--- config.mk ---
export PLATFORM = sky130hd
export DESIGN_NAME = if_stage_unit
export DESIGN_NICKNAME = d
export VERILOG_FILES = /design/src/rtl/if_stage_unit.sv
export SDC_FILE = /design/constraint.sdc
export NUM_CORES = 1
export LEC_CHECK = 0
export ABC_AREA = 1
export CAP_MARGIN = 20
export CORE_ASPECT_RATIO = 2
export CORE_UTILIZATION = 47
export CTS_CLUSTER_DIAMETER = 50
export CTS_CLUSTER_SIZE = 16
export DETAILED_ROUTE_END_ITERATION = 8
export PLACE_DENSITY = 0.91
export SETUP_SLACK_MARGIN = 0.2
export SKIP_CTS_REPAIR_TIMING = 1
export SYNTH_ARGS = -nofsm -noshare
export SYNTH_HDL_FRONTEND = slang
export SYNTH_SLANG_ARGS = --single-unit
--- constraint.sdc ---
create_clock -name clk -period 2 [get_ports clk]
set_input_delay 0.4 -clock clk [delete_from_list [all_inputs] [get_ports clk]]
set_output_delay 0.4 -clock clk [all_outputs]
set_load 0.05 [all_outputs]
--- src/rtl/if_stage_unit.sv ---
// Instruction-fetch stage: program counter, instruction-memory address and
// the IF/ID pipeline register feeding decode. Stalls freeze PC and IF/ID;
// a branch redirect loads the target and flushes IF/ID.
// Optional build macro: PERF_CNT_EN adds saturating stall/flush counters.
//
// mode           | meaning
// ---------------+--------------------------------------------------------
// MODE_RUN       | advance PC by 4, capture fetched word into IF/ID
// MODE_STALL     | freeze without branch: PC and IF/ID hold
// MODE_REDIRECT  | branch taken: PC <= aligned target, IF/ID flushed
//
// The mode is decoded from the current inputs only; the sole state is the
// PC and IF/ID registers (plus the optional counters).
module if_stage_unit #(
   parameter logic [31:0] RESET_PC  = 32'h0000_0000,
   parameter logic [31:0] NOP_INSTR = 32'h0000_0000
) (
   input  logic        clk,
   input  logic        rst,
   input  logic        freeze,
   input  logic        Branch_taken,
   input  logic [31:0] Branch_Address,
   input  logic [31:0] Instruction_in,
   output logic [31:0] Inst_Addr,
   output logic [31:0] PC_ID,
   output logic [31:0] Instruction_ID,
   output logic        Valid_ID
`ifdef PERF_CNT_EN
   ,
   output logic [15:0] Stall_Count,
   output logic [15:0] Flush_Count
`endif
);

   localparam logic [1:0] MODE_RUN      = 2'd0;
   localparam logic [1:0] MODE_STALL    = 2'd1;
   localparam logic [1:0] MODE_REDIRECT = 2'd2;

   logic [1:0]  mode;
   logic [31:0] pc_q;
   logic [31:0] pc_plus4;
   logic [31:0] branch_target;
   logic [31:0] pc_id_q;
   logic [31:0] instr_id_q;
   logic        valid_id_q;

   // The target's low two bits are dropped to keep the PC word-aligned.
   logic unused_branch_lsbs;
   assign unused_branch_lsbs = ^Branch_Address[1:0];

   assign branch_target = {Branch_Address[31:2], 2'b00};
   assign pc_plus4      = pc_q + 32'd4;

   // Decode the effective mode; a branch wins over a stall because the
   // stalled fetch is discarded anyway.
   always_comb begin
      mode = MODE_RUN;
      if (Branch_taken) begin
         mode = MODE_REDIRECT;
      end else if (freeze) begin
         mode = MODE_STALL;
      end
   end

   // Program counter update.
   always_ff @(posedge clk) begin
      if (rst) begin
         pc_q <= RESET_PC;
      end else begin
         case (mode)
            MODE_REDIRECT: pc_q <= branch_target;
            MODE_STALL:    pc_q <= pc_q;
            default:       pc_q <= pc_plus4;
         endcase
      end
   end

   // IF/ID pipeline register: flush on reset or redirect, hold on stall.
   always_ff @(posedge clk) begin
      if (rst) begin
         pc_id_q    <= 32'h0000_0000;
         instr_id_q <= NOP_INSTR;
         valid_id_q <= 1'b0;
      end else begin
         case (mode)
            MODE_REDIRECT: begin
               pc_id_q    <= 32'h0000_0000;
               instr_id_q <= NOP_INSTR;
               valid_id_q <= 1'b0;
            end
            MODE_STALL: begin
               pc_id_q    <= pc_id_q;
               instr_id_q <= instr_id_q;
               valid_id_q <= valid_id_q;
            end
            default: begin
               pc_id_q    <= pc_plus4;
               instr_id_q <= Instruction_in;
               valid_id_q <= 1'b1;
            end
         endcase
      end
   end

   assign Inst_Addr      = pc_q;
   assign PC_ID          = pc_id_q;
   assign Instruction_ID = instr_id_q;
   assign Valid_ID       = valid_id_q;

`ifdef PERF_CNT_EN
   logic [15:0] stall_cnt_q;
   logic [15:0] flush_cnt_q;

   // Saturating event counters; cleared only by reset.
   always_ff @(posedge clk) begin
      if (rst) begin
         stall_cnt_q <= 16'h0000;
         flush_cnt_q <= 16'h0000;
      end else begin
         if (mode == MODE_STALL && stall_cnt_q != 16'hFFFF) begin
            stall_cnt_q <= stall_cnt_q + 16'd1;
         end
         if (mode == MODE_REDIRECT && flush_cnt_q != 16'hFFFF) begin
            flush_cnt_q <= flush_cnt_q + 16'd1;
         end
      end
   end

   assign Stall_Count = stall_cnt_q;
   assign Flush_Count = flush_cnt_q;
`endif

endmodule
# Word level (Yosys, flattened, before mapping)
# Index checks and enable logic that the tools add are counted.
# classes
n_addsub	1
n_mux	6
eq_ne	2
# op_table
operator	n
32-bit case mux with 2 select lines	3
32-bit by 3-bit adder with 32-bit output, second input constant	1
2-bit by 1-bit == test with 1-bit output, second input constant	1
2-bit == test, second input constant	1
2-bit two-way mux	1
1-bit case mux with 2 select lines	1
1-bit two-way mux	1
# totals
ff_bits	97

# Longest topological paths before layout
# logic_depth
depth_word	4
depth_mapped	10
depth_no_buf	10

# Worst setup path before layout
# Ideal clock, no wire load.
# synth_timing
path_kind	reg2reg
start	reg pc_q[3] (netlist: Inst_Addr[3])
end	reg pc_q[28] (netlist: Inst_Addr[28])
t_required_ns	1.868
setup_slack_ns	0.209
path_buffers	0
path_stages_with_launch	11
arrival_ns	1.659
synth_period_minus_slack_ns	1.791
setup_ns	0.132
cell_sequence	dfxtp_1 > ha_1 > nand2_1 > nor2_4 > nand2_2 > nor2_4 > nand2_1 > nand2_1 > nand2_1 > nand2_1 > a21oi_1
# synth_via
elab_chain_cells	2
# synth_rtl
element	line	rtl
start, declared	40	logic [31:0] pc_q;
start signal, assigned	71	MODE_REDIRECT: pc_q <= branch_target;
start signal, assigned	72	MODE_STALL: pc_q <= pc_q;
start signal, assigned	73	default: pc_q <= pc_plus4;
32-bit by 3-bit adder with 32-bit output	52	assign pc_plus4 = pc_q + 32'd4;
32-bit case mux with 2 select lines	70	case (mode)
# Every way passes these cells.
# A chain may end at the register's enable or synchronous reset.

# Worst setup path after layout
# layout_timing
start	reg pc_q[4] (netlist: Inst_Addr[4])
end	reg pc_q[11] (netlist: Inst_Addr[11])
# The elaborated chain is that of the path after synthesis.

==> results.yml <==
outcome:
  status: "finished, final reports clean"
global_routing:
  gr-total-overflow: 0
  grt_max_degree: 33
  grt_use_total_pct: 28.27
  grt_busiest_layer: "met2"
  grtUsageMet1_pct: 28.85
  gr-usage-met3_pct: 4.670
  grt_pass1_wl_microns: 21030
  grt_pass1_vias: 4375
  antenna_found_initial: 0
  grt_use_met2_pct: 52.91
clock_network:
  numCtsBuffers: 9
  clk_pin_slew_ns: 0.07
  clk_latency_ns: 0.34
  htree_levels: 3
  cts_tree: "yes"
  clock_path_buffers: 2
  root_buffer: "clkbuf_16"
  cts.sinks: 94
place:
  hpwl_microns: 10180
  place.gp.congestion: 0.9494
  port_buffers: 160
  dp.cells: 862
  dp_slack_ns: 0.07390
worst_hold_path:
  hold_class: "reg2reg"
sta:
  slew_viol_final: 0
  rsz0062_at_grt: "false"
  period_minus_slack_ns: 1.694
  final.setup_skew_ns: 0.007159
  setup_viol: 0
  worst_pin_slew_ns: 0.5506
  setup_slack_ns: 0.3064
  fmax_ghz: 0.5905
  period_share_pct: 84.68
  hold_viol: 0
  slew_headroom_pct: 63.24
  hold_slack_ns: 0.4566
route:
  routedWlPerCell_microns: 15.46
  drc: 0
  drt_iter0_markers: 270
  ant_nets: 0
  vias: 4573
  viasPerCell: 5.214
  drt-pass1-iter-count: 5
  routed_wl_microns: 13560
logic_synthesis:
  syn_area_per_cell_sq_um: 6.812
  ys_ff_latch: 94
  yosysUniqueCellTypes: 24
  synth_area_sq_mm: 0.004230
  syn_inst: 621
  yosysWarnings: 0
  ys_seq_area_share_pct: 44.48
power:
  finalPower_w: 0.004493
  leakagePower_nw: 3.614
  cellPowerDensity_mw_per_mm2: 708.7
  ir_worst_vdd_mv: 0.6159
final_layout:
  antenna_cells: 0
  fillers: 692
  area_growth_pct: 49.87
  final_nets: 842
  layout.cells.most_common: "nand2_1"
  finalNonFillerCells: 877
  seqCellArea_sq_mm: 0.001882
  multi_input_area_sq_mm: 0.001981
  utilization_pct: 72.80
  drive_gt1_share_pct: 9.138
  layout_common_cells: "nand2_1, dfxtp_1, a21oi_1"
worst_setup_path:
  cp_max_fo: 7
  crit_type: "reg2reg"
  required_ns: 2.21
  arrival_ns: 1.91
  critPathCaptureType: "flop"
  start_kind: "flop"
die:
  core_area_sq_mm: 0.008708
  io_pins: 165
  die_w_microns: 69.09
  dieArea_sq_mm: 0.009407
  dieHeight_microns: 136.2
  initial_core_util_pct: 48.58
  num_rows: 48
flow_run:
  maxCapViolations: 0
[power by group]
| group | total [W] | internal (W) | leakage [nW] | switching, W |
|---|---|---|---|---|
| sequential | 0.00201 | 0.00194 | 0.767 | 0.0000667 |
| clock | 0.00170 | 0.000967 | 0.139 | 0.000734 |
| combinational | 0.000784 | 0.000302 | 2.71 | 0.000482 |
| total | 0.00449 | 0.00321 | 3.61 | 0.00128 |
[registers in the layout (all words and copies together), names as in the netlist]
name,flops
Inst_Addr,30
Instruction_ID,32
PC_ID,31
Valid_ID,1
[Yosys cell counts, drive strengths merged]
library cell | instances | area (sq um)
a21oi | 87 | 435.4
a22o | 8 | 70.07
a31oi | 6 | 37.54
buf | 19 | 108.9
clkbuf | 13 | 48.80
conb | 1 | 3.750
dfxtp | 94 | 1882
ha | 1 | 12.51
inv | 59 | 221.5
nand2 | 232 | 883.4
nand3 | 21 | 105.1
nor2 | 51 | 241.5
o211ai | 3 | 22.52
o21ai | 18 | 90.08
o221ai | 1 | 8.760
or2 | 1 | 6.260
xor2 | 6 | 52.55
[final timing paths]
| check | from | end | slack, ns | depth (start not counted) |
|---|---|---|---|---|
| setup / recovery | Inst_Addr[4] | Inst_Addr[11] | 0.31 | 7 |
| hold / removal | PC_ID[1] | PC_ID[1] | 0.46 | 2 |
| setup reg to reg | Inst_Addr[4] | Inst_Addr[11] | 0.31 | 7 |
| hold reg to reg | PC_ID[1] | PC_ID[1] | 0.46 | 2 |
[cell families (layout without fill, tap and decap cells)]
family | after synthesis | count (layout) | synth area share (%)
fa+ha+maj | 1 | 1 | 0.2957
buf+inv | 91 | 246 | 8.962
flops | 94 | 94 | 44.48
compound gates | 123 | 123 | 15.71
simple gates | 305 | 305 | 29.22
other cells | 1 | 2 | 0.08865
xor+xnor | 6 | 6 | 1.242
[critical path, stage by stage, from the launching register on]
cell and delay, ns:
dfxtp_1 0.40, nand2_1 0.11, nor2_4 0.21, nand2_1 0.16, inv_2 0.15, nand2_1 0.10
o211ai_1 0.30, a21oi_1 0.12
[layer usage]
| layer | wire [microns] | part of all wire (%) | vias to the layer above |
|---|---|---|---|
| met2 | 7731 | 57 | 167 |
| met3 | 678 | 5.0 | 31 |
| met4 | 410 | 3.0 | 0 |
| met5 | 0 | 0 | - |
| met1 | 4742 | 35 | 2115 |
| li1 | - | - | 2260 |
[stage by stage]
stage | instance area (sq um) | TNS (ns)
floorplan | 4234 | 0
global placement | 5873 | 0
detailed placement | 5873 | 0
CTS | 6162 | -0.04344
global route | 6340 | 0
finish | 6340 | 0
[area by class of cell]
class,count,area share (%)
flip-flops and latches,94,29.68
well taps,100,1.974
multi-input cells,437,31.24
inverters,59,3.493
repair buffers,172,29.05
clock buffers,10,3.612
clock inverters,5,0.9473
(Power assumes the default switching activity.)
